## src/rtl/wb_reg_file.sv

```systemverilog
// MEM/WB pipeline register plus the 32-entry register file, with two
// combinational ID read ports that forward the pending WB write.
module wb_reg_file #(
  parameter int DATA_W   = 32,
  parameter int ADDR_W   = 5,
  parameter int NUM_REGS = 2 ** ADDR_W
) (
  input  logic              clk,
  input  logic              rst,
  input  logic              reg_write_en_from_mem,
  input  logic [ADDR_W-1:0] reg_write_addr_from_mem,
  input  logic [DATA_W-1:0] data_from_mem,
  input  logic              stall,
  input  logic              flush,
  input  logic              read_en_1,
  input  logic [ADDR_W-1:0] read_addr_1,
  input  logic              read_en_2,
  input  logic [ADDR_W-1:0] read_addr_2,
  output logic [DATA_W-1:0] data_1_from_reg,
  output logic [DATA_W-1:0] data_2_from_reg,
  output logic              reg_write_en_from_wb,
  output logic [ADDR_W-1:0] reg_write_addr_from_wb,
  output logic [DATA_W-1:0] data_from_wb
);

  logic              wbEn_q,   wbEn_d;
  logic [ADDR_W-1:0] wbAddr_q, wbAddr_d;
  logic [DATA_W-1:0] wbData_q, wbData_d;
  logic [DATA_W-1:0] regs_q [NUM_REGS];

  // Flush beats stall: a flushed stage must not keep a held write alive.
  always_comb begin
    wbEn_d   = wbEn_q;
    wbAddr_d = wbAddr_q;
    wbData_d = wbData_q;
    if (flush) begin
      wbEn_d   = 1'b0;
      wbAddr_d = '0;
      wbData_d = '0;
    end else if (!stall) begin
      wbEn_d   = reg_write_en_from_mem;
      wbAddr_d = reg_write_addr_from_mem;
      wbData_d = data_from_mem;
    end
  end

  always_ff @(posedge clk or posedge rst) begin
    if (rst) begin
      wbEn_q   <= 1'b0;
      wbAddr_q <= '0;
      wbData_q <= '0;
    end else begin
      wbEn_q   <= wbEn_d;
      wbAddr_q <= wbAddr_d;
      wbData_q <= wbData_d;
    end
  end

  // Commit uses the current WB contents, so it still lands on a flush edge.
  always_ff @(posedge clk or posedge rst) begin
    if (rst) begin
      for (int i = 0; i < NUM_REGS; i++) begin
        regs_q[i] <= '0;
      end
    end else if (wbEn_q && (wbAddr_q != '0)) begin
      regs_q[wbAddr_q] <= wbData_q;
    end
  end

  function automatic logic [DATA_W-1:0] readPort(input logic en, input logic [ADDR_W-1:0] addr);
    logic [DATA_W-1:0] result;
    result = '0;
    if (en && (addr != '0)) begin
      if (wbEn_q && (wbAddr_q == addr)) begin
        result = wbData_q;
      end else begin
        result = regs_q[addr];
      end
    end
    return result;
  endfunction

  assign data_1_from_reg        = readPort(read_en_1, read_addr_1);
  assign data_2_from_reg        = readPort(read_en_2, read_addr_2);
  assign reg_write_en_from_wb   = wbEn_q;
  assign reg_write_addr_from_wb = wbAddr_q;
  assign data_from_wb           = wbData_q;

endmodule

```

## config.mk

```make
export PLATFORM = sky130hd
export DESIGN_NAME = wb_reg_file
export DESIGN_NICKNAME = d
export VERILOG_FILES = /design/src/rtl/wb_reg_file.sv
export SDC_FILE = /design/constraint.sdc
export NUM_CORES = 2
export LEC_CHECK = 0
export CORE_UTILIZATION = 34
export CTS_CLUSTER_SIZE = 10
export DETAILED_ROUTE_END_ITERATION = 16
export PLACE_DENSITY = 0.47
export SYNTH_ARGS = -nofsm -noshare
export SYNTH_HDL_FRONTEND = slang
export SYNTH_SLANG_ARGS = --single-unit
```

## constraint.sdc

```tcl
create_clock -name clk -period 52.3 [get_ports clk]
set_input_delay 10.46 -clock clk [delete_from_list [all_inputs] [get_ports clk]]
set_output_delay 10.46 -clock clk [all_outputs]
set_load 0.05 [all_outputs]
```

==> qor.yml <==
sta:
  max_transition_viols_final: 0
  max_freq_mhz: 38.8
  period_needed_ns: 25.81
  post-route-period-util_pct: 49.3
  clock_skew_ns: 0.0308
  setup_repair_after_global_routing_missed_its_margin: "false"
  timing.slew.headroom_pct: 20.6
  timing_worst_slew_pin_value_ns: 1.19
  hold_slack_ns: 0.400
  final-setup-viol-count: 0
  final_layout_setup_total_negative_slack_ns: 0
  finalHoldViolations: 0
synthesis:
  synth-seq-cells: 1062
  syn_nets: 4049
  synthCells: 3995
  synth_seq_area_share_pct: 47.2
  synth_area_um2: 56300
  yosysUniqueCellTypes: 40
  yosysWarnings: 0
  synth_area_per_cell_um2: 14.1
worst_setup_path:
  worst_r2r_endpoint: "regs_q[755]$_DFFE_PP0P_"
  worstPathRequired_ns: 41.84
  cp_data_arrival_time_ns: 15.35
  worst_setup_path_end_kind: "output port"
  worst_r2r_path_depth: 3
  critical_path_peak_fanout: 38
  r2r_setup_slack_ns: 48.95
  crit_path_start_kind: "primary input"
  worstSetupStartpoint: "read_addr_1[0]"
  worstSetupPathType: "in -> out"
  worst_r2r_startpoint: "reg_write_addr_from_wb[3]$_DFFE_PP0P_"
clock_network:
  clock_pin_slew_reported_for_the_worst_setup_and_hold_paths_after_clock_tree_synthesis_ns: 0.06
  clk_root_buffer_cell: "sky130_fd_sc_hd__clkbuf_16"
  cts.hold.buffers_added: 0
  post-cts-setup-buffer-count: 0
  cts_tree: "done"
  clk-insertion-delay-late_ns: 0.77
  longest_clk_path_bufs: 3
  cts_buffers: 133
  htree_levels: 4
  cts_repair_resize_count: 0
  clkSinkCount: 1062
global_route:
  grt_use_total_pct: 25.1
  pin_count_of_the_biggest_net_entering_global_routing: 171
  grt_pass1_vias: 38300
  wire_length_of_the_first_global_routing_pass_mm: 301
  grt-ovfl-total: 0
  initial_antenna_violation_count: 8
run_status:
  run_status: "completed"
route:
  post_drt_wl_per_cell_um: 33.8
  ant_nets: 0
  drt_first_iter_violations: 2879
  viasPerCell: 5.98
  post-route-drc-count: 0
  dr_total_vias: 37100
  drt_wirelength_mm: 210
  drt_first_pass_iters: 5
power_and_ir_drop:
  cellPowerDensity_nw_per_um2: 30.5
  power_switching_share_pct: 26.6
  comb_power_share_pct: 10.8
  clk_network_pwr_share_pct: 44.6
  leakage_nw: 29.0
  cell_internal_pwr_w: 0.00143
  switchingPower_w: 0.000519
  relative_contribution_of_sequential_cells_to_total_power_pct: 44.6
  ir_drop_mv: 0.0333
min_path:
  worst_hold_path_class: "reg -> reg"
  min_to: "regs_q[1008]$_DFFE_PP0P_"
  min_delay_path_depth: 0
  hold_path_startpoint: "regs_q[1008]$_DFFE_PP0P_"
run:
  timing.max_cap.violations: 0
layout:
  utilization_pct: 39.0
  design.final.nets: 4008
  postLayoutCellArea_um2: 63900
  instances_no_fill: 6200
  n_fill_cell: 15300
  diodes: 0
  final_layout_size_suffix_gt1_share_pct: 44.2
  layout-area-overhead-vs-synth_pct: 13.4
placement:
  placed_area_um2: 59900
  hpwlAfterDp_mm: 114
  numPlacedInstances: 5994
  number_of_buffer_cells_added_on_primary_ports: 155
  routabilityCongestion: 0.756
floorplan:
  pin_count: 156
  die-area_um2: 167000
  die_w_um: 409
  number_of_standard_cell_rows_in_the_floorplan: 148
  core_area_um2: 164000
  initial_utilization_pct: 34.4
  floorplan.die.height_um: 409
## power by group through the flow
stage / combinational (W) / sequential [W] / clock, W
2_1_floorplan: 0.000134 / 0.000884 / 0
3_3_place_gp: 0.000210 / 0.000883 / 0
3_5_place_dp: 0.000211 / 0.000883 / 0
4_1_cts: 0.000212 / 0.000869 / 0.000888
5_1_grt: 0.000223 / 0.000873 / 0.000922
6_report: 0.000210 / 0.000870 / 0.000869
## kinds of logic (layout without fill, tap and decap cells)
family                    after synthesis  count (layout)  synth area share, %
and+or+nand+nor                       227             227                 1.84
DFF                                  1062            1062                 47.2
xor gates and xnor gates                6               6               0.0933
AOI/OAI and AO/OA                     503             503                 6.30
muxes                                1738            1738                 41.1
buffers and inverters                 459             489                 3.49
## metrics by stage
| step | power, W | setup slack, ns |
|---|---|---|
| finish | 0.00195 | 26.49 |
| detailed placement | 0.00109 | 26.38 |
| CTS | 0.00197 | 26.38 |
| global placement | 0.00109 | 26.39 |
| global route | 0.00202 | 26.20 |
| floorplan | 0.00102 | 11.95 |
## metal layers
layer / part of all wire, % / GRT usage, % / vias to the layer above
li1: - / - / 15200
met1: 47 / 36.5 / 20500
met2: 46 / 38.8 / 1053
met3: 5.1 / 3.96 / 255
met4: 2.2 / 6.22 / 0
met5: 0 / 0 / -
## flip-flops by register name, indices dropped and copies added (netlist names)
register                count
regs_q                   1024
data_from_wb               32
reg_write_addr_from_wb      5
reg_write_en_from_wb        1
## Yosys cell counts
cell,number,area (um2)
sky130_fd_sc_hd__a2111oi_0,7,61.3
sky130_fd_sc_hd__a211oi_1,24,180
sky130_fd_sc_hd__a21oi_1,149,746
sky130_fd_sc_hd__a221o_1,26,260
sky130_fd_sc_hd__a22o_1,55,482
sky130_fd_sc_hd__a22oi_1,95,713
sky130_fd_sc_hd__a32o_1,25,250
sky130_fd_sc_hd__and2_1,3,18.8
sky130_fd_sc_hd__buf_1,66,248
sky130_fd_sc_hd__buf_2,69,345
sky130_fd_sc_hd__buf_4,23,173
sky130_fd_sc_hd__buf_6,9,101
sky130_fd_sc_hd__clkbuf_1,287,1080
sky130_fd_sc_hd__dfrtp_1,1062,26600
sky130_fd_sc_hd__inv_1,5,18.8
sky130_fd_sc_hd__mux2_2,1076,12100
sky130_fd_sc_hd__mux2i_1,312,3120
sky130_fd_sc_hd__mux4_1,3,78.8
sky130_fd_sc_hd__mux4_2,347,7820
sky130_fd_sc_hd__nand2_1,83,312
sky130_fd_sc_hd__nand2_2,1,6.26
sky130_fd_sc_hd__nand2b_1,5,31.3
sky130_fd_sc_hd__nand3_1,28,140
sky130_fd_sc_hd__nand3b_1,7,52.6
sky130_fd_sc_hd__nand4_1,9,56.3
sky130_fd_sc_hd__nor2_1,66,248
sky130_fd_sc_hd__nor2_2,2,12.5
sky130_fd_sc_hd__nor2b_1,8,50.1
sky130_fd_sc_hd__nor3_1,3,15.0
sky130_fd_sc_hd__nor3b_1,6,45.0
sky130_fd_sc_hd__o2111ai_1,1,8.76
sky130_fd_sc_hd__o21ai_0,23,115
sky130_fd_sc_hd__o21ai_1,1,5.00
sky130_fd_sc_hd__o21bai_1,1,7.51
sky130_fd_sc_hd__o221ai_1,48,420
sky130_fd_sc_hd__o22ai_1,48,300
sky130_fd_sc_hd__or3_1,2,12.5
sky130_fd_sc_hd__or3b_2,3,26.3
sky130_fd_sc_hd__or4_1,1,7.51
sky130_fd_sc_hd__xnor2_1,6,52.6
## worst max-delay path by stage
stage                                              to  slack [ns]  cells past startpoint
after global routing              data_1_from_reg[26]       26.20                      9
after global placement            data_1_from_reg[24]       26.39                      9
after CTS                         data_1_from_reg[26]       26.38                      9
final                             data_1_from_reg[26]       26.49                      9
after floorplan           data_from_wb[0]$_DFFE_PP0P_       11.95                      1
after detailed placement          data_1_from_reg[26]       26.38                      9
## worst max-delay path: stages
cell                              delay, ns
sky130_fd_sc_hd__buf_8                 0.34
sky130_fd_sc_hd__buf_4                 0.73
sky130_fd_sc_hd__buf_4                 0.77
sky130_fd_sc_hd__buf_4                 0.61
sky130_fd_sc_hd__mux4_2                0.57
sky130_fd_sc_hd__mux2_2                0.28
sky130_fd_sc_hd__a221o_1               0.35
sky130_fd_sc_hd__a32o_1                0.34
sky130_fd_sc_hd__clkdlybuf4s50_1       0.74
## final cells by class
cell class | instances | area [um2] | area share, %
Multi-Input combinational cell | 2474 | 28000 | 43.9
Inverter | 5 | 26.3 | 0.0412
Tap cell | 2175 | 2720 | 4.26
Clock inverter | 16 | 201 | 0.315
Clock buffer | 190 | 3740 | 5.85
Timing Repair Buffer | 278 | 2560 | 4.01
Sequential cell | 1062 | 26600 | 41.6
## layout by cell type, fill, tap and decap left out, drive strengths merged, types with 3 or more instances in the layout
cell type,Yosys,layout
nor2b,8,8
a221o,26,26
nor3b,6,6
nand2b,5,5
a22oi,95,95
buf,167,133
a21oi,149,149
xnor2,6,6
a32o,25,25
clkbuf,287,192
mux4,350,350
o221ai,48,48
nand4,9,9
mux2i,312,312
mux2,1076,1076
or3b,3,3
nor2,68,68
nand3b,7,7
a2111oi,7,7
o22ai,48,48
clkdlybuf4s50,0,143
and2,3,3
a211oi,24,24
nand3,28,28
clkinv,0,7
nand2,84,84
dfrtp,1062,1062
inv,5,12
nor3,3,3
o21ai,24,24
a22o,55,55
Power figures use the tool's default switching activity.
